==> src/rtl/div_seq_ctrl_pkg.sv <==
// Shared types and constants for the sequential divider.
package div_seq_ctrl_pkg;

  localparam int DIV_ITER = 32;

  typedef enum logic [1:0] {
    DIV_IDLE,
    DIV_RUN,
    DIV_FIX,
    DIV_DONE
  } div_state_t;

endpackage

==> src/rtl/div_seq_ctrl_iter_step.sv <==
// One radix-2 restoring division step: shift in the next dividend bit, trial-subtract, pick the quotient bit.
// Purely combinational; no backpressure.
module div_iter_step #(
  parameter int DATA_W = 32
) (
  input  logic [DATA_W-1:0] part_rem,
  input  logic              dvd_msb,
  input  logic [DATA_W-1:0] divisor,
  output logic [DATA_W-1:0] next_rem,
  output logic              q_bit
);

  logic [DATA_W:0] shifted;
  logic [DATA_W:0] trial;

  // part_rem < divisor always holds, so the extra top bit of trial is a clean borrow flag
  always_comb begin
    shifted  = {part_rem, dvd_msb};
    trial    = shifted - {1'b0, divisor};
    q_bit    = ~trial[DATA_W];
    next_rem = q_bit ? trial[DATA_W-1:0] : shifted[DATA_W-1:0];
  end

endmodule

==> src/rtl/div_seq_ctrl.sv <==
// Multi-cycle signed/unsigned restoring divider sequencer for the EXE stage (optional DIV_EARLY_OUT_EN).
// Latency: DATA_W+2 cycles from start to res_valid_o; 2 cycles for divide-by-zero or early-out.
// Backpressure: stalls EXE while busy; holds the result in DONE until ack_i; flush_i aborts.
module div_seq_ctrl
  import div_seq_ctrl_pkg::*;
#(
  parameter int DATA_W = DIV_ITER,
  parameter int CNT_W  = 6
) (
  input  logic              clk,
  input  logic              rst,
  input  logic              div_req_i,
  input  logic              div_signed_i,
  input  logic [DATA_W-1:0] dividend_i,
  input  logic [DATA_W-1:0] divisor_i,
  input  logic              flush_i,
  input  logic              ack_i,
  output logic              stall_o,
  output logic              res_valid_o,
  output logic [DATA_W-1:0] quot_o,
  output logic [DATA_W-1:0] rem_o
);

  div_state_t        state, state_nxt;
  logic [CNT_W-1:0]  cnt;
  logic [DATA_W-1:0] part_rem;
  logic [DATA_W-1:0] dvd_sr;
  logic [DATA_W-1:0] dvs_abs;
  logic              q_neg, r_neg;

  logic [DATA_W-1:0] abs_a, abs_b;
  logic [DATA_W-1:0] step_rem;
  logic              step_q;
  logic              start, div_zero, early;

  div_iter_step #(.DATA_W(DATA_W)) u_step (
    .part_rem (part_rem),
    .dvd_msb  (dvd_sr[DATA_W-1]),
    .divisor  (dvs_abs),
    .next_rem (step_rem),
    .q_bit    (step_q)
  );

  always_comb begin
    abs_a    = (div_signed_i && dividend_i[DATA_W-1]) ? -dividend_i : dividend_i;
    abs_b    = (div_signed_i && divisor_i[DATA_W-1])  ? -divisor_i  : divisor_i;
    div_zero = (divisor_i == '0);
`ifdef DIV_EARLY_OUT_EN
    early    = !div_zero && (abs_a < abs_b);
`else
    early    = 1'b0;
`endif
    start    = (state == DIV_IDLE) && div_req_i && !flush_i;
  end

  always_ff @(posedge clk or posedge rst) begin
    if (rst) state <= DIV_IDLE;
    else     state <= state_nxt;
  end

  always_comb begin
    state_nxt = state;
    stall_o   = div_req_i && (state != DIV_DONE);
    if (flush_i) begin
      state_nxt = DIV_IDLE;
    end else begin
      case (state)
        DIV_IDLE: if (div_req_i) state_nxt = (div_zero || early) ? DIV_FIX : DIV_RUN;
        DIV_RUN:  if (cnt == CNT_W'(1)) state_nxt = DIV_FIX;
        DIV_FIX:  state_nxt = DIV_DONE;
        DIV_DONE: if (ack_i) state_nxt = DIV_IDLE;
        default:  state_nxt = DIV_IDLE;
      endcase
    end
  end

  always_ff @(posedge clk or posedge rst) begin
    if (rst) begin
      cnt         <= '0;
      part_rem    <= '0;
      dvd_sr      <= '0;
      dvs_abs     <= '0;
      q_neg       <= 1'b0;
      r_neg       <= 1'b0;
      res_valid_o <= 1'b0;
      quot_o      <= '0;
      rem_o       <= '0;
    end else begin
      res_valid_o <= (state_nxt == DIV_DONE);
      case (state)
        DIV_IDLE: begin
          if (start) begin
            cnt     <= CNT_W'(DATA_W);
            dvs_abs <= abs_b;
            q_neg   <= div_signed_i & (dividend_i[DATA_W-1] ^ divisor_i[DATA_W-1]);
            r_neg   <= div_signed_i & dividend_i[DATA_W-1];
            if (div_zero) begin
              // raw dividend and all-ones quotient, deliberately not sign-fixed
              part_rem <= dividend_i;
              dvd_sr   <= '1;
              q_neg    <= 1'b0;
              r_neg    <= 1'b0;
            end else if (early) begin
              part_rem <= abs_a;
              dvd_sr   <= '0;
            end else begin
              part_rem <= '0;
              dvd_sr   <= abs_a;
            end
          end
        end
        DIV_RUN: begin
          part_rem <= step_rem;
          dvd_sr   <= {dvd_sr[DATA_W-2:0], step_q};
          cnt      <= cnt - CNT_W'(1);
        end
        DIV_FIX: begin
          if (!flush_i) begin
            quot_o <= q_neg ? -dvd_sr   : dvd_sr;
            rem_o  <= r_neg ? -part_rem : part_rem;
          end
        end
        default: ;
      endcase
    end
  end

endmodule

==> config.mk <==
export PLATFORM = sky130hd
export DESIGN_NAME = div_seq_ctrl
export DESIGN_NICKNAME = d
export VERILOG_FILES = /design/src/rtl/div_seq_ctrl_pkg.sv /design/src/rtl/div_seq_ctrl_iter_step.sv /design/src/rtl/div_seq_ctrl.sv
export SDC_FILE = /design/constraint.sdc
export NUM_CORES = 1
export LEC_CHECK = 0
export ABC_AREA = 1
export CORE_MARGIN = 1.5
export CORE_UTILIZATION = 57
export DETAILED_ROUTE_END_ITERATION = 16
export HOLD_SLACK_MARGIN = 0.1
export PLACE_DENSITY = 0.8
export SLEW_MARGIN = 20
export SYNTH_ARGS = -nofsm -noshare
export SYNTH_HDL_FRONTEND = slang
export SYNTH_SLANG_ARGS = --single-unit
==> constraint.sdc <==
create_clock -name clk -period 6 [get_ports clk]
set_input_delay 0.6 -clock clk [delete_from_list [all_inputs] [get_ports clk]]
set_output_delay 0.6 -clock clk [all_outputs]
set_load 0.05 [all_outputs]
==> key figures, run 1 <==
CTS
  – Worst-path clk slew: approximately 0.080 ns
  – Root Driver: clkbuf_16
  – CTS max path bufs: 2
  – Setup Buffers After CTS: 0
  – CTS tree: done
  – H-tree depth: 4
  – CTS Sinks: 171
  – CTS Hold Bufs: 0
  – Num CTS Buffers: 17
  – PostCTS Resize Cnt: 0
  – Clock latency at the later pin of the worst-skew pair: 0.44 ns

STA
  – Peak Freq: 312 MHz
  – Setup_tns: 0 ns
  – Fin crit period: 3.20 ns
  – Final period util: 53.3%
  – Fin. max-slew vios: 0
  – Clock skew: 0.0121 ns
  – Unrepaired setup endpoints after global routing: false
  – # setup viols final: 0
  – Slew headroom: 31.5%
  – Hold Fails Final Rpt: 0
  – Worst-Margin Slew: between 1 and 1.5 ns

GRT
  – First-pass GRT wire length: 64600 um
  – Vias in the first global route: between 10000 and 15000
  – Total gr overflow: 0
  – Initial antenna violation count: 0
  – GRT Total Usage: 34.3%
  – Largest net degree at the start of global routing: 74

Pwr
  – Power Density: between 500 and 600 nW/um2
  – Final Total Pwr: about 8.6 mW
  – Peak VDD IR: 283 uV
  – Switching Fraction: a little over half
  – Leakage: just under 8 nW
  – Gate power share: approximately 62%
  – P_int: 3.90 mW
  – Flop pwr share: 24.9%
  – Psw: 4.70 mW
  – Clock power frac: 13.1%

Worst setup path
  – Crit end category: flip-flop
  – Data arrival, critical path: about 3.5 ns
  – Crit path kind: in -> reg
  – Worst Path Required: 6.30 ns
  – Critical Path Fanout Max: 16
  – Delay-heaviest family, CP: simple AND/OR/NAND/NOR gates
  – Crit-path slowest cell: nor2_1
  – FF-to-FF path depth: 16
  – Worst reg2reg path startpoint: dvs_abs[0]
  – Worst Setup Start Kind: input port
  – R2R Path End: part_rem[14]
  – Crit path largest cell delay: just under 0.8 ns
  – Crit path buffers/inverters: 3
  – R2r setup slk: 3.02 ns
  – Worst path cell trace: clkdlybuf4s50_1 -> inv_1 -> ha_1 -> nand4_1 -> nor3_4 -> nand4_1 -> nor2_1 -> nor2_1 -> inv_1 -> o21ai_0 -> o21ai_0

Drt
  – Routed vias: 13705
  – Final WL: a little over 40000 um
  – Highest routed layer: met4
  – Length of routed met2 wiring: 18000 um
  – M1 wire length: roughly 17000 um
  – Met3 wire length: ~3500 um
  – DRC viols: 0
  – Avg WL per Cell: 16.5 um
  – Remaining antenna violation count: 0
  – Vias per cell: 5.58
  – Pre-antenna DRT Iters: 6
  – Initial DRC count: 1194

Synth
  – Synth Register Bits: 171
  – Sequential-to-total area share from yosys stat: 32.4%
  – Largest area contributor in the synthesized netlist: dfrtp_1
  – Mean post-synth cell area: 6.42 um2
  – Synth Cell Area: 13200 um2
  – Top cell type's share of synthesized area: 32.4%
  – Synth cell types: 44
  – Post-Synthesis Cells: 2056
  – Largest cells by area after synthesis: dfrtp_1, nand2_1, inv_1
  – Syn. warnings: 0
  – Synthesized Nets: roughly 2200

Final layout
  – Area grow syn2layout: 16.0%
  – Multi-input gate area: approximately 7400 um2
  – Register area: 4280 um2
  – Fillcell total: 2083
  – Share of post-route cells with drive strength above 1: 3.78%
  – Ant. Diodes: 0
  – Layout Nets: 2267

Flow run
  – Max-Cap Viols: 0

Placement
  – DP HPWL: ~32000 um
  – GPL Wtd Cong: between 0.9 and 1
  – IO buf count: 135

Min path
  – WHS Path Cells: 1
  – Hold Path Sink: cnt[5]
  – Min-Delay Path Class: reg -> reg
  – Hold Startpoint: cnt[5]

Die
  – Die Width: 155 um
  – Die Footprint: 24100 um2
  – Core area: 22700 um2
  – Initial Util: 58.2%
  – FP Rows: 55
  – Die Ht: 155 um
  – Num ports: 136

Outcome
  – Status: finished clean
## through the flow
stage	setup WS [ns]	hold slack, ns	area (um2)	utilization (%)	cells
global route	2.48	0.480	15300	67.5	2456
CTS	2.88	0.476	15300	67.5	2456
global placement	2.57	0.461	14700	64.8	2424
floorplan	0.768	0.440	13200	-	2056
detailed placement	2.41	0.464	14700	64.8	2424
finish	2.80	0.477	15300	67.5	2456
## power groups by stage
stage	clock network (mW)	registers, mW	logic, mW
2_1_floorplan	0	2.66	3.18
3_3_place_gp	0	2.12	5.17
3_5_place_dp	0	2.14	5.25
4_1_cts	1.14	2.12	5.28
5_1_grt	1.19	2.18	5.92
6_report	1.13	2.15	5.33
## cell type report
| class | instances | area share (%) |
|---|---|---|
| repair buffers | 145 | 9.31 |
| flip-flops and latches | 171 | 27.9 |
| inverters | 333 | 8.19 |
| multi-input cells | 1490 | 48.3 |
| clock buffers | 18 | 2.80 |
| clock inverters | 14 | 1.14 |
| well taps | 285 | 2.33 |
## state kept, by name (all words and copies together) (netlist names)
signal       cells
dvd_sr          32
dvs_abs         32
part_rem        32
quot_o          32
rem_o           32
cnt              6
state            2
q_neg            1
r_neg            1
res_valid_o      1
## cells in the final DEF, fill, tap and decap left out, types with 7 or more instances in the layout
cell | netlist | routed
o22ai_1 | 14 | 14
xnor2_1 | 10 | 10
nand4_1 | 20 | 20
clkbuf_16 | 0 | 17
clkdlybuf4s50_1 | 0 | 135
a31oi_1 | 13 | 13
inv_1 | 325 | 323
ha_1 | 38 | 38
nand2_2 | 7 | 7
a21oi_1 | 73 | 73
o211ai_1 | 9 | 9
nor2_1 | 200 | 199
o21ai_1 | 12 | 12
inv_2 | 6 | 7
nand2_1 | 608 | 608
nor4_1 | 10 | 10
buf_4 | 5 | 10
o21ai_0 | 181 | 181
xor2_1 | 91 | 91
nand3_1 | 128 | 128
nor3_1 | 23 | 23
dfrtp_1 | 171 | 171
## metal layers
layer  global-route usage, %  vias up
li1                        -     6690
met1                    45.6     6244
met2                    54.9      648
met3                    5.40      123
met4                    16.2        0
met5                       0        -
## cell usage after synthesis (all sizes together)
| cell | n |
|---|---|
| o31ai | 6 |
| and2 | 6 |
| xor2 | 91 |
| mux2i | 1 |
| nand4 | 20 |
| a21oi | 79 |
| inv | 331 |
| and3 | 1 |
| a22oi | 1 |
| nand3b | 5 |
| or2 | 6 |
| ha | 38 |
| nand2 | 617 |
| o21bai | 1 |
| buf | 18 |
| nor4 | 10 |
| fa | 1 |
| nor3 | 29 |
| nor2 | 203 |
| a31oi | 13 |
| o41ai | 1 |
| clkbuf | 44 |
| nand3 | 130 |
| o21a | 1 |
| a21o | 4 |
| o21ai | 193 |
| o22ai | 14 |
| xnor2 | 10 |
| clkinv | 2 |
| o211ai | 9 |
| dfrtp | 171 |
## worst register-to-register path: stages (launching register included)
cell,delay [ns]
dfrtp_1,0.44
ha_1,0.26
fa_1,0.42
inv_1,0.11
nand3_1,0.07
nand2_1,0.14
nand2_1,0.06
nand2_1,0.12
nand2_1,0.06
nand2_1,0.11
nand2_2,0.09
nand2_2,0.09
nand2_1,0.07
nand2_2,0.39
nand2_1,0.19
nand3_1,0.16
a21oi_1,0.08
## worst max path at each step
| stage | cells past startpoint | slack [ns] | from | endpoint |
|---|---|---|---|---|
| final | 11 | 2.80 | divisor_i[0] | dvd_sr[7] |
| after global routing | 11 | 2.48 | divisor_i[0] | dvd_sr[7] |
| after CTS | 11 | 2.88 | divisor_i[0] | dvd_sr[7] |
| after detailed placement | 11 | 2.41 | divisor_i[0] | dvd_sr[7] |
| after global placement | 11 | 2.57 | divisor_i[0] | dvd_sr[9] |
| after floorplan | 1 | 0.77 | rst | cnt[0] |
## cell families after synthesis
| kind of cell | share of synthesized area (%) |
|---|---|
| xor gates and xnor gates | 6.70 |
| buffers and inverters | 11.6 |
| muxes | 0.0758 |
| and+or+nand+nor | 32.4 |
| adders and majority gates | 3.75 |
| AOI/OAI and AO/OA | 13.1 |
| DFF | 32.4 |
(Power assumes the default switching activity.)
==> run 2, diff against run 1 <==
--- a/config.mk
+++ b/config.mk
@@ -7,10 +7,10 @@
 export LEC_CHECK = 0
 export ABC_AREA = 1
 export CORE_MARGIN = 1.5
-export CORE_UTILIZATION = 57
+export CORE_UTILIZATION = 53
 export DETAILED_ROUTE_END_ITERATION = 16
 export HOLD_SLACK_MARGIN = 0.1
-export PLACE_DENSITY = 0.8
+export PLACE_DENSITY = 0.78
 export SLEW_MARGIN = 20
 export SYNTH_ARGS = -nofsm -noshare
 export SYNTH_HDL_FRONTEND = slang
==> constraint.sdc (replaced) <==
create_clock -name clk -period 2.75 [get_ports clk]
set_input_delay 0.275 -clock clk [delete_from_list [all_inputs] [get_ports clk]]
set_output_delay 0.275 -clock clk [all_outputs]
set_load 0.05 [all_outputs]
==> key figures, run 2 (synthesis gave the netlist of run 1 again) <==
Placement
  – GPL Wtd Cong: 0.973 (-2.3%)
  – IO buf count: 135 (unchanged)
  – Cell Area, Placed: 15300 um2 (+3.6%)
  – DP HPWL: 33600 um (+6.3%)

GRT
  – Total gr overflow: 0 (unchanged)
  – Largest net degree at the start of global routing: 71 (-4.1%)
  – GRT Total Usage: 33.4% (-0.93 points)
  – First-pass GRT wire length: 68000 um (+5.3%)
  – Vias in the first global route: 13041 (+3.6%)
  – Initial antenna violation count: 1 (+1)

CTS
  – H-tree depth: 4 (unchanged)
  – Worst-path clk slew: 0.08 ns (about the same)
  – CTS max path bufs: 2 (unchanged)
  – Root Driver: clkbuf_16
  – CTS Sinks: 171 (unchanged)
  – Num CTS Buffers: 17 (unchanged)
  – CTS tree: done
  – Clock latency at the later pin of the worst-skew pair: 0.44 ns (about the same)
  – CTS Hold Bufs: 0 (unchanged)

Die
  – Core area: 24400 um2 (+7.4%)
  – Num ports: 136 (unchanged)
  – Die Footprint: 25900 um2 (+7.4%)
  – Die Width: 161 um (+3.6%)
  – Initial Util: 54.1% (-4.0 points)
  – FP Rows: 57 (+3.6%)
  – Die Ht: 161 um (+3.6%)

Drt
  – Pre-antenna DRT Iters: 6 (unchanged)
  – Routed vias: 13706 (+0.0073%)
  – DRC viols: 0 (unchanged)
  – Vias per cell: 5.38 (-3.5%)
  – Remaining antenna violation count: 0 (unchanged)
  – Final WL: 42000 um (+3.5%)
  – Avg WL per Cell: 16.5 um (-0.19%)
  – Initial DRC count: 1157 (-3.1%)

STA
  – Final period util: 93.5%
  – Fin. max-slew vios: 0 (unchanged)
  – Worst-Margin Slew: 0.661 ns (-0.362 ns)
  – Clock skew: 0.0103 ns (-0.00184 ns)
  – # setup viols final: 0 (unchanged)
  – Fin crit period: around 2.6 ns
  – Peak Freq: between 300 and 400 MHz
  – Slew headroom: 55.9% (+24 points)
  – Hold Fails Final Rpt: 0 (unchanged)

Flow run
  – Max-Cap Viols: 0 (unchanged)

Pwr
  – Psw: 10.3 mW (+120%)
  – P_int: 9.08 mW (+130%)
  – Switching Fraction: 53.2% (-1.4 points)
  – Peak VDD IR: 714 uV (+150%)
  – Gate power share: 64.5% (+2.6 points)
  – Final Total Pwr: 19.4 mW (+130%)
  – Flop pwr share: 22.6% (-2.3 points)
  – Leakage: 8.09 nW (+3.6%)
  – Power Density: 1220 nW/um2 (+120%)
  – Clock power frac: 12.9% (-0.2 points)

Min path
  – Min-Delay Path Class: in -> async

Final layout
  – Commonest non-fill, non-tap cell in the layout: nand2_1
  – Layout Nets: 2319 (+2.3%)
  – Share of post-route cells with drive strength above 1: 6.26% (+2.5 points)
  – Commonest cells after routing, fill and taps aside: nand2_1, inv_1, nor2_1, o21ai_0, dfrtp_1
  – Ant. Diodes: 0 (unchanged)
  – Fin area: 15900 um2 (+3.6%)
  – Area grow syn2layout: 20.2%

Worst setup path
  – Delay-heaviest family, CP: simple AND/OR/NAND/NOR gates
  – Crit-path slowest cell: nor4_1
  – Worst Path Required: 3.05 ns (-3.25 ns)
  – Critical Path Fanout Max: 4 (-12)
  – Crit path largest cell delay: 0.48 ns (-0.30 ns)
  – Data arrival, critical path: 2.87 ns (-0.63 ns)
  – Crit path kind: reg -> reg
  – Worst path cell trace: inv_1 -> ha_1 -> nand3_1 -> nor2_1 -> nand3_1 -> nor4_1 -> nand2_1 -> nand2_1 -> xor2_1 -> o21ai_0
  – Worst Setup Start Kind: flip-flop
  – Crit path buffers/inverters: 1 (-2)
  – Crit end category: flip-flop

Outcome
  – Status: finished clean
==> run 2: final timing paths <==
kind | to | cells after the start | slack, ns | startpoint
max in group asynchronous | dvs_abs[10] | 3 | 1.93 | rst
worst max-delay path | rem_o[20] | 10 | 0.18 | part_rem[0]
min in group clk | rem_o[26] | 2 | 0.48 | rem_o[26]
worst min register to register | rem_o[26] | 2 | 0.48 | rem_o[26]
worst max register to register | rem_o[20] | 10 | 0.18 | part_rem[0]
worst min-delay path | quot_o[8] | 2 | 0.14 | rst
==> run 2: routing by layer <==
layer  GRT usage (%)  share of wire (%)  up-vias
met2            52.3                 44      571
met3            4.60                7.5       86
met4            13.6                4.1        0
met5               0                  0        -
met1            46.5                 45     6273
li1                -                  -     6776
==> run 2: worst reg2reg max path: stages (launching register included) <==
cell and delay, ns:
dfrtp_1 0.43, inv_1 0.19, ha_1 0.24, nand3_1 0.14
nor2_1 0.32, nand3_1 0.22, nor4_1 0.48, nand2_1 0.10
nand2_1 0.09, xor2_1 0.14, o21ai_0 0.08
==> run 2: cell type report <==
cell class | instances | area, um2
sequential | 171 | 4280
timing repair buffer | 197 | 1920
clock buffer | 17 | 425
tap | 324 | 405
clock inverter | 14 | 180
inverter | 333 | 1250
multi-input combinational | 1490 | 7420
fill | 2301 | 8510
==> run 2: stage by stage <==
| step | setup slack [ns] | cells | TNS, ns | utilization, % | hold WS (ns) |
|---|---|---|---|---|---|
| after floorplan | 0.292 | 2056 | 0 | - | 0.348 |
| after global placement | 0.209 | 2514 | 0 | 62.5 | 0.457 |
| after detailed placement | 0.156 | 2514 | 0 | 62.5 | 0.467 |
| after CTS | 0.144 | 2545 | 0 | 65.0 | 0.141 |
| after global routing | -0.0218 | 2546 | -0.0336 | 65.1 | 0.154 |
| final | 0.180 | 2546 | 0 | 65.1 | 0.140 |
==> run 2: power groups by stage <==
stage | registers (mW) | logic [mW] | clock network [mW]
global placement | 4.38 | 12.1 | 0
CTS | 4.38 | 12.4 | 2.51
global route | 4.51 | 13.9 | 2.61
detailed placement | 4.42 | 12.3 | 0
floorplan | 5.81 | 6.94 | 0
finish | 4.40 | 12.5 | 2.50
==> run 2: timing repair <==
action / 4_1_cts / 5_1_grt
gates resized for setup: 0 / 5
setup endpoints to repair: 0 / 27
buffers inserted: 0 / 1
endpoints found under the hold margin: 0 / 0
==> run 3, diff against run 2 <==
--- a/config.mk
+++ b/config.mk
@@ -10,7 +10,7 @@
 export CORE_UTILIZATION = 53
 export DETAILED_ROUTE_END_ITERATION = 16
 export HOLD_SLACK_MARGIN = 0.1
-export PLACE_DENSITY = 0.78
+export PLACE_DENSITY = 0.84
 export SLEW_MARGIN = 20
 export SYNTH_ARGS = -nofsm -noshare
 export SYNTH_HDL_FRONTEND = slang
==> key figures, run 3 (synthesis gave the netlist of run 1 again) <==
GRT
  – Initial antenna violation count: 0 (-1)
  – First-pass GRT wire length: 68000 um (about the same)
  – Vias in the first global route: 13510 (+3.6%)
  – GRT Total Usage: 32.9% (-0.45 points)
  – Largest net degree at the start of global routing: 71 (unchanged)
  – Total gr overflow: 0 (unchanged)

Worst setup path
  – Crit path kind: reg -> reg
  – Crit-path slowest cell: dfrtp_1
  – Crit end category: flip-flop
  – Worst Setup Start Kind: flip-flop
  – Worst Path Required: 3.10 ns (+0.05 ns)
  – Worst path cell trace: ha_1 -> nand2_1 -> nand2_1 -> inv_1 -> nand2_1 -> nand2_1 -> nand2_1 -> a21oi_2 -> nand2_2 -> nand2_4 -> nand2_4 -> nand2_1 -> nand3_1 -> a21oi_1
  – Critical Path Fanout Max: 16 (+12)
  – Data arrival, critical path: 3.02 ns (+0.15 ns)
  – Crit path largest cell delay: 0.50 ns (+0.02 ns)
  – Crit-path most repeated cell: nand2_1

Final layout
  – Commonest cells after routing, fill and taps aside: nand2_1, inv_1, nor2_1, o21ai_0, dfrtp_1
  – Ant. Diodes: 0 (unchanged)
  – Area grow syn2layout: 19.8%
  – Finished Layout Cells: 2541 (-0.20%)
  – Layout Nets: 2313 (-0.26%)
  – Share of post-route cells with drive strength above 1: 6.00% (-0.26 points)
  – Fillcell total: 2109 (-8.3%)
  – Commonest non-fill, non-tap cell in the layout: nand2_1

STA
  – Fin crit period: 2.67 ns (+0.103 ns)
  – Clock skew: 0.0130 ns (+0.00279 ns)
  – Peak Freq: 374 MHz (-3.8%)
  – Fin worst setup slack: 0.0774 ns (-0.103 ns)
  – Hold_ws: 0.290 ns (+0.150 ns)
  – Final period util: 97.2% (+3.7 points)
  – Hold Fails Final Rpt: 0 (unchanged)
  – Unrepaired setup endpoints after global routing: true
  – Slew headroom: 33.0% (-23 points)
  – Fin. max-slew vios: 0 (unchanged)
  – Worst-Margin Slew: 1.00 ns (+0.342 ns)
  – # setup viols final: 0 (unchanged)

CTS
  – CTS max path bufs: 2 (unchanged)
  – Num CTS Buffers: 17 (unchanged)
  – CTS Sinks: 171 (unchanged)
  – Worst-path clk slew: 0.08 ns (about the same)
  – H-tree depth: 4 (unchanged)
  – Clock latency at the later pin of the worst-skew pair: 0.45 ns (about the same)
  – CTS tree: done
  – CTS Hold Bufs: 0 (unchanged)
  – Root Driver: clkbuf_16

Placement
  – DP HPWL: 32300 um (-3.8%)
  – Cells after DPL: 2506 (-0.32%)
  – Pre-CTS WS: 0.0974 ns (-0.0587 ns)
  – GPL Wtd Cong: 1.07 (+9.8%)
  – IO buf count: 135 (unchanged)

Die
  – Die Footprint: 25900 um2 (unchanged)
  – FP Rows: 57 (unchanged)
  – Initial Util: 54.1% (unchanged)
  – Die Width: 161 um (unchanged)
  – Die Ht: 161 um (unchanged)
  – Core area: 24400 um2 (unchanged)
  – Num ports: 136 (unchanged)

Drt
  – Vias per cell: 5.74 (+6.5%)
  – Final WL: 42900 um (+2.1%)
  – Routed vias: 14573 (+6.3%)
  – Remaining antenna violation count: 0 (unchanged)
  – Initial DRC count: 1827 (+58%)
  – Pre-antenna DRT Iters: 7 (+1)
  – Avg WL per Cell: 16.9 um (+2.3%)
  – DRC viols: 0 (unchanged)

Pwr
  – Leakage: 8.05 nW (-0.48%)
  – Power Density: 1240 nW/um2 (+1.0%)
  – Peak VDD IR: 674 uV (-5.7%)

Flow run
  – Max-Cap Viols: 0 (unchanged)

Outcome
  – Status: finished clean

Min path
  – Min-Delay Path Class: in -> async
-- run 3: cell types whose count changed in the layout (fill, tap and decap cells not counted), sizes merged --
cell / previous run / this run
buf: 62 / 54
nand2: 617 / 619
bufinv: 1 / 0
clkinv: 9 / 10
inv: 335 / 336
-- run 3: path summary, 6_finish.rpt --
path | to | from | slack [ns] | cells after the start
hold / removal | quot_o[16] | rst | 0.29 | 3
min in group clk | cnt[5] | cnt[5] | 0.47 | 1
hold reg to reg | cnt[5] | cnt[5] | 0.47 | 1
max in group asynchronous | rem_o[26] | rst | 1.89 | 3
setup reg to reg | part_rem[18] | part_rem[18] | 0.08 | 14
setup / recovery | part_rem[18] | part_rem[18] | 0.08 | 14
-- run 3: worst max-delay path, delay by kind of cell (launching register included) --
family | cells | cell delay (ns)
and+or+nand+nor | 10 | 1.12
buffers and inverters | 1 | 0.06
DFF | 1 | 0.50
AOI/OAI and AO/OA | 2 | 0.45
adders and majority gates | 1 | 0.45
-- run 3: layer usage --
layer | global-route usage (%) | up-vias | wire length [um]
li1 | - | 6780 | -
met1 | 44.6 | 6565 | 16900
met2 | 49.9 | 1021 | 18400
met3 | 6.20 | 207 | 5220
met4 | 17.4 | 0 | 2410
met5 | 0 | - | 0
-- run 3: area by class of cell --
type	count	area, um2	area share, %
Timing Repair Buffer	189	1810	11.4
Tap cell	324	405	2.56
Inverter	333	1250	7.93
Sequential cell	171	4280	27.1
Clock inverter	15	188	1.19
Clock buffer	17	425	2.69
Multi-Input combinational cell	1492	7460	47.2
-- run 3: repair_timing --
item | CTS | global route
setup endpoints to repair | 0 | 35
setup buffers | 0 | 1
resized for setup | 0 | 6
-- run 3: metrics by stage --
stage | total power, mW | util, % | area [um2] | setup TNS (ns)
6_report | 19.6 | 64.9 | 15800 | 0
5_1_grt | 20.9 | 64.9 | 15800 | -0.143
4_1_cts | 19.0 | 64.6 | 15800 | 0
3_5_place_dp | 16.4 | 62.1 | 15100 | 0
3_3_place_gp | 16.0 | 62.1 | 15100 | 0
2_1_floorplan | 12.8 | - | 13200 | 0
-- run 3: power breakdown --
| group | switching [mW] | internal [mW] |
|---|---|---|
| combinational | 8.46 | 4.12 |
| sequential | 0.933 | 3.52 |
| clock | 1.28 | 1.24 |
| total | 10.7 | 8.88 |
